==> config.mk <==
export PLATFORM = sky130hd
export DESIGN_NAME = mem_line_arbiter
export DESIGN_NICKNAME = d
export VERILOG_FILES = /design/src/rtl/mem_arb_pkg.sv /design/src/rtl/rr_pick.sv /design/src/rtl/mem_line_arbiter.sv
export SDC_FILE = /design/constraint.sdc
export NUM_CORES = 1
export LEC_CHECK = 0
export CAP_MARGIN = 5
export CORE_AREA = 2 2 287 289
export DETAILED_ROUTE_END_ITERATION = 8
export DIE_AREA = 0 0 289 291
export PLACE_DENSITY = 0.42
export SKIP_LAST_GASP = 1
export SLEW_MARGIN = 20
export SYNTH_ARGS = -nofsm -noshare
export SYNTH_HDL_FRONTEND = slang
export SYNTH_SLANG_ARGS = --single-unit
export TNS_END_PERCENT = 5
==> constraint.sdc <==
create_clock -name clk -period 2.4 [get_ports clk]
set_clock_uncertainty 0.1 [all_clocks]
set_input_delay 0.24 -clock clk [delete_from_list [all_inputs] [get_ports clk]]
set_output_delay 0.24 -clock clk [all_outputs]
set_load 0.005 [all_outputs]
==> src/rtl/mem_arb_pkg.sv <==
// Shared definitions for the line-memory arbiter.
//   arb_state_e : controller states (idle, memory busy, cool-down)
//   ADDR_W_DEF  : default line address width (byte address bits [31:4])
//   LINE_W_DEF  : default line data width
//   ARB_RR / ARB_FIXED : arbitration mode selectors
package mem_arb_pkg;

  localparam int unsigned ADDR_W_DEF = 28;
  localparam int unsigned LINE_W_DEF = 128;

  localparam int unsigned ARB_RR    = 0;
  localparam int unsigned ARB_FIXED = 1;

  typedef enum logic [1:0] {
    StIdle,
    StBusy,
    StCool
  } arb_state_e;

endpackage

==> src/rtl/rr_pick.sv <==
// Winner select for the line-memory arbiter.
//   clk, rst_n : clock, asynchronous active-low reset
//   req        : per-channel pending requests
//   advance    : high when the controller takes the current winner
//   gnt        : one-hot winner (combinational)
//   idx        : binary index of the winner (combinational)
//   any        : at least one request pending
// Round-robin mode searches from a registered pointer that moves past each
// taken winner; fixed mode always prefers the lowest index.
module rr_pick
  import mem_arb_pkg::*;
#(
  parameter int unsigned NCH      = 2,
  parameter int unsigned ARB_MODE = ARB_RR,
  localparam int unsigned IW      = (NCH > 1) ? $clog2(NCH) : 1
) (
  input  logic          clk,
  input  logic          rst_n,
  input  logic [NCH-1:0] req,
  input  logic          advance,
  output logic [NCH-1:0] gnt,
  output logic [IW-1:0]  idx,
  output logic          any
);

  logic [IW-1:0] ptr_q;
  logic [IW-1:0] cand;

  always_comb begin
    gnt  = '0;
    idx  = '0;
    any  = 1'b0;
    cand = '0;
    for (int unsigned k = 0; k < NCH; k++) begin
      if (ARB_MODE == ARB_FIXED) begin
        cand = IW'(k);
      end else begin
        cand = IW'((32'(ptr_q) + k) % NCH);
      end
      if (!any && req[cand]) begin
        any       = 1'b1;
        gnt[cand] = 1'b1;
        idx       = cand;
      end
    end
  end

  always_ff @(posedge clk or negedge rst_n) begin
    if (!rst_n) begin
      ptr_q <= '0;
    end else if (ARB_MODE == ARB_RR && advance && any) begin
      // Next search starts just past the winner, wrapping at NCH-1.
      if (32'(idx) == NCH - 1) begin
        ptr_q <= '0;
      end else begin
        ptr_q <= idx + 1'b1;
      end
    end
  end

endmodule

==> src/rtl/mem_line_arbiter.sv <==
// Shares one slow line-memory port among NCH cache miss channels.
//   clk, rst_n          : clock, asynchronous active-low reset
//   ch_read / ch_write  : per-channel line read / write requests
//   ch_addr / ch_wdata  : packed per-channel line address / write line
//   ch_ready            : one-hot, one-cycle completion pulse
//   ch_rdata            : last read line, valid with ch_ready
//   mem_read/mem_write  : registered request to memory, held until mem_ready
//   mem_addr/mem_wdata  : registered address / write line to memory
//   mem_rdata/mem_ready : memory read line and completion
module mem_line_arbiter
  import mem_arb_pkg::*;
#(
  parameter int unsigned NCH      = 2,
  parameter int unsigned ADDR_W   = ADDR_W_DEF,
  parameter int unsigned LINE_W   = LINE_W_DEF,
  parameter int unsigned ARB_MODE = ARB_RR,
  localparam int unsigned IW      = (NCH > 1) ? $clog2(NCH) : 1
) (
  input  logic                  clk,
  input  logic                  rst_n,
  input  logic [NCH-1:0]        ch_read,
  input  logic [NCH-1:0]        ch_write,
  input  logic [NCH*ADDR_W-1:0] ch_addr,
  input  logic [NCH*LINE_W-1:0] ch_wdata,
  output logic [NCH-1:0]        ch_ready,
  output logic [LINE_W-1:0]     ch_rdata,
  output logic                  mem_read,
  output logic                  mem_write,
  output logic [ADDR_W-1:0]     mem_addr,
  output logic [LINE_W-1:0]     mem_wdata,
  input  logic [LINE_W-1:0]     mem_rdata,
  input  logic                  mem_ready
);

  arb_state_e       state_q;
  logic [NCH-1:0]   gnt_q;
  logic [NCH-1:0]   pending;
  logic [NCH-1:0]   gnt;
  logic [IW-1:0]    idx;
  logic             any;
  logic             advance;
  logic [ADDR_W-1:0] sel_addr;
  logic [LINE_W-1:0] sel_wdata;
  logic              sel_rd;
  logic              sel_wr;

  assign pending = ch_read | ch_write;
  assign advance = (state_q == StIdle);

  rr_pick #(
    .NCH      (NCH),
    .ARB_MODE (ARB_MODE)
  ) u_pick (
    .clk     (clk),
    .rst_n   (rst_n),
    .req     (pending),
    .advance (advance),
    .gnt     (gnt),
    .idx     (idx),
    .any     (any)
  );

  always_comb begin
    sel_addr  = ch_addr[32'(idx)*ADDR_W +: ADDR_W];
    sel_wdata = ch_wdata[32'(idx)*LINE_W +: LINE_W];
    sel_wr    = ch_write[idx];
    // Write wins over a simultaneous read: write-back first, refill re-requested.
    sel_rd    = ch_read[idx] & ~ch_write[idx];
  end

  always_ff @(posedge clk or negedge rst_n) begin
    if (!rst_n) begin
      state_q   <= StIdle;
      gnt_q     <= '0;
      mem_read  <= 1'b0;
      mem_write <= 1'b0;
      mem_addr  <= '0;
      mem_wdata <= '0;
      ch_ready  <= '0;
      ch_rdata  <= '0;
    end else begin
      ch_ready <= '0;
      unique case (state_q)
        StIdle: begin
          if (any) begin
            mem_addr  <= sel_addr;
            mem_wdata <= sel_wdata;
            mem_read  <= sel_rd;
            mem_write <= sel_wr;
            gnt_q     <= gnt;
            state_q   <= StBusy;
          end
        end
        StBusy: begin
          // Channel inputs are ignored here; the memory request stays frozen.
          if (mem_ready) begin
            if (mem_read) begin
              ch_rdata <= mem_rdata;
            end
            ch_ready  <= gnt_q;
            mem_read  <= 1'b0;
            mem_write <= 1'b0;
            state_q   <= StCool;
          end
        end
        StCool: begin
          // Dead cycle so the served channel can drop its request.
          state_q <= StIdle;
        end
        default: begin
          state_q <= StIdle;
        end
      endcase
    end
  end

endmodule

==> flow_metrics.env <==
export IMPL_outcome="finished clean"
export IMPL_wl_met3_um=5540
export IMPL_fin_ws_ns=0.359
export IMPL_cts_buffer_depth=3
export IMPL_period_share_pct=85.0
export IMPL_p_leak_nw=9.74
export IMPL_hp_class="in -> reg"
export IMPL_numClockSinks=293
export IMPL_preCtsSetupSlack_ns=0.0623
export IMPL_cp_end_kind="register"
export IMPL_post_route_drc_count=0
export IMPL_routed_wl_um=57600
export IMPL_first_global_vias=12900
export IMPL_yosysTopAreaCellShare_pct=58.2
export IMPL_cts_buffers=39
export IMPL_cts_reportedPaths_clkPinSlew_ns=0.06
export IMPL_peakVddDrop_mv=0.748
export IMPL_multi_input_area_um2=4840
export IMPL_p_per_area_nw_per_um2=1250
export IMPL_yosys_register_bits=293
export IMPL_yosysWarnings=0
export IMPL_nNetsFinal=2354
export IMPL_tritoncts="built"
export IMPL_synthArstFlopShare_pct=100
export IMPL_crit_arrival_ns=2.36
export IMPL_rsz0062_at_grt="no"
export IMPL_antenna_found_initial=7
export IMPL_crit_fanout=16
export IMPL_synth_area_um2=12600
export IMPL_h_tree_depth=2
export IMPL_yosysSeqAreaShare_pct=58.2
export IMPL_worst_ep_required_time_ns=2.72
export IMPL_final_cell_mix="clkdlybuf4s50_1 (733), a21oi_1 (313), dfrtp_1 (293)"
export IMPL_syn_mean_instance_area_um2=10.9
export IMPL_grt_pass1_wl_um=84500
export IMPL_gp_congestion=0.797
export IMPL_top_layer="met5"
export IMPL_max_cap_violations=0
export IMPL_port_buffers=734
export IMPL_final_core_util_pct=28.2
export IMPL_synth_top_area_cell="dfrtp_1"
export IMPL_fin_crit_ns=2.04
export IMPL_ios=735
export IMPL_maxSlewHeadroom_pct=54.7
export IMPL_wl_per_cell_um=19.1
export IMPL_gr_total_overflow=0
export IMPL_antenna_left=0
export IMPL_synthesis_instances=1159
export IMPL_ys_types=27
export IMPL_max_freq_mhz=490
export IMPL_drt_iter0_drc=325
export IMPL_post_cts_buffers=0
export IMPL_layout_commonest_cell="clkdlybuf4s50_1"
export IMPL_dr_wl_met2_um=27400
export IMPL_clkLatencyLatePin_ns=0.55
export IMPL_clockRootBuffer="clkbuf_16"
export IMPL_start_util_pct=15.5
export IMPL_start_kind="register"
export IMPL_core_area_um2=81200
export IMPL_die_h_um=291
export IMPL_vias=11700
export IMPL_die_area_um2=84100
export IMPL_fin_tns_setup_ns=0
export IMPL_drive_above_1_share_pct=13.0
export IMPL_synthTopCellsByArea="dfrtp_1 (58%), mux2_4 (14%), a21oi_1 (12%)"
export IMPL_cts_resized_gates=0
export IMPL_hold_viol=0
export IMPL_first_pass_iters=4
export IMPL_placementRows=105
export IMPL_syn_nets=1606
export IMPL_syn_to_final_growth_pct=81.6
export IMPL_seqCellArea_um2=7330
export IMPL_via_per_inst=3.89
export IMPL_grt_max_degree=96
export IMPL_finalSetupViolCount=0
export IMPL_dieWidth_um=289
export IMPL_yosys_most_used_dff="dfrtp_1"
export IMPL_dpl_hpwl_um=43400
export IMPL_n_fill_cell=8428
export IMPL_synth_edff_count=0
export IMPL_totalPowerFinal_mw=28.6
export IMPL_ctsHoldBuffers=1
export IMPL_worst_slew_pin_slew_ns=0.679
export IMPL_wl_met1_um=22900
export IMPL_crit_type="reg -> reg"
export IMPL_track_usage_pct=13.2
export IMPL_report_final_slew_viol_count=0
export IMPL_worst_r2r_setup_slack_ns=0.36
==> per-stage QoR <==
| stage | cell area (um2) | hold WS [ns] | std cells |
|---|---|---|---|
| 3_3_place_gp | 21600 | 0.196 | 2935 |
| 6_report | 22900 | 0.126 | 3009 |
| 3_5_place_dp | 21600 | 0.208 | 2935 |
| 4_1_cts | 22900 | 0.0745 | 3006 |
| 5_1_grt | 22900 | 0.106 | 3007 |
| 2_1_floorplan | 12600 | -0.156 | 1159 |
==> final cells by class <==
type	count	area share, %
tap	1070	5.85
antenna	3	0.0328
inverter	4	0.0656
timing repair buffer	791	35.4
clock buffer	62	5.17
sequential	293	32.0
clock inverter	8	0.377
multi-input combinational	778	21.1
==> sequential cells by signal, indices dropped and copies added, names as in the netlist <==
register,flops
mem_write,1
ch_ready,2
gnt_q,2
mem_wdata,128
mem_read,1
ch_rdata,128
u_pick.ptr_q,1
state_q,2
mem_addr,28
==> metal layers <==
layer | vias to the layer above | track usage, %
met5 | - | 0
met4 | 10 | 4.16
met3 | 87 | 5.02
met2 | 518 | 22.4
met1 | 5681 | 15.2
li1 | 5413 | -
==> path summary, 6_finish.rpt <==
check	from	end	cells after the start
max in group asynchronous	rst_n	ch_rdata[48]$_DFFE_PN0P_	3
worst max-delay path	state_q[1]$_DFFE_PN0P_	ch_rdata[57]$_DFFE_PN0P_	7
min in group asynchronous	rst_n	ch_rdata[97]$_DFFE_PN0P_	2
worst min register to register	gnt_q[1]$_DFFE_PN0P_	ch_ready[1]$_DFF_PN0_	1
worst max register to register	state_q[1]$_DFFE_PN0P_	ch_rdata[57]$_DFFE_PN0P_	7
worst min-delay path	ch_wdata[46]	mem_wdata[46]$_DFFE_PN0P_	3
==> power by group <==
| part | internal [mW] | leakage (nW) | switching, mW |
|---|---|---|---|
| clock network | 3.49 | 0.621 | 2.35 |
| registers | 7.48 | 3.41 | 1.51 |
| logic | 8.09 | 5.71 | 5.72 |
==> Yosys cell counts, types with 2 or more instances <==
cell type  count
mux2_2         8
buf_2         45
inv_1          3
buf_1          3
clkbuf_1      22
mux2_4       120
nand2_1      156
o21ai_0        5
nand2b_1       2
nor2_1       160
dfrtp_1      293
nand3_1        2
a21oi_1      313
buf_6         14
==> worst max-delay path: stages (launching register included) <==
cell and delay, ns:
dfrtp_1 0.43, nand2b_1 0.18, or2_4 0.24, inv_2 0.11, nand2_8 0.14, buf_12 0.21, buf_4 0.17, mux2_4 0.30
==> logic make-up (layout without fill, tap and decap cells) <==
logic type	count (synthesis)	after routing	share of synthesized area [%]
flip-flops	293	293	58.2
AO/OA/AOI/OAI	326	326	13.1
multiplexers	128	128	15.0
buffers and inverters	88	865	3.90
other	0	3	0
AND/OR/NAND/NOR	324	324	9.81
(Power assumes the default switching activity.)
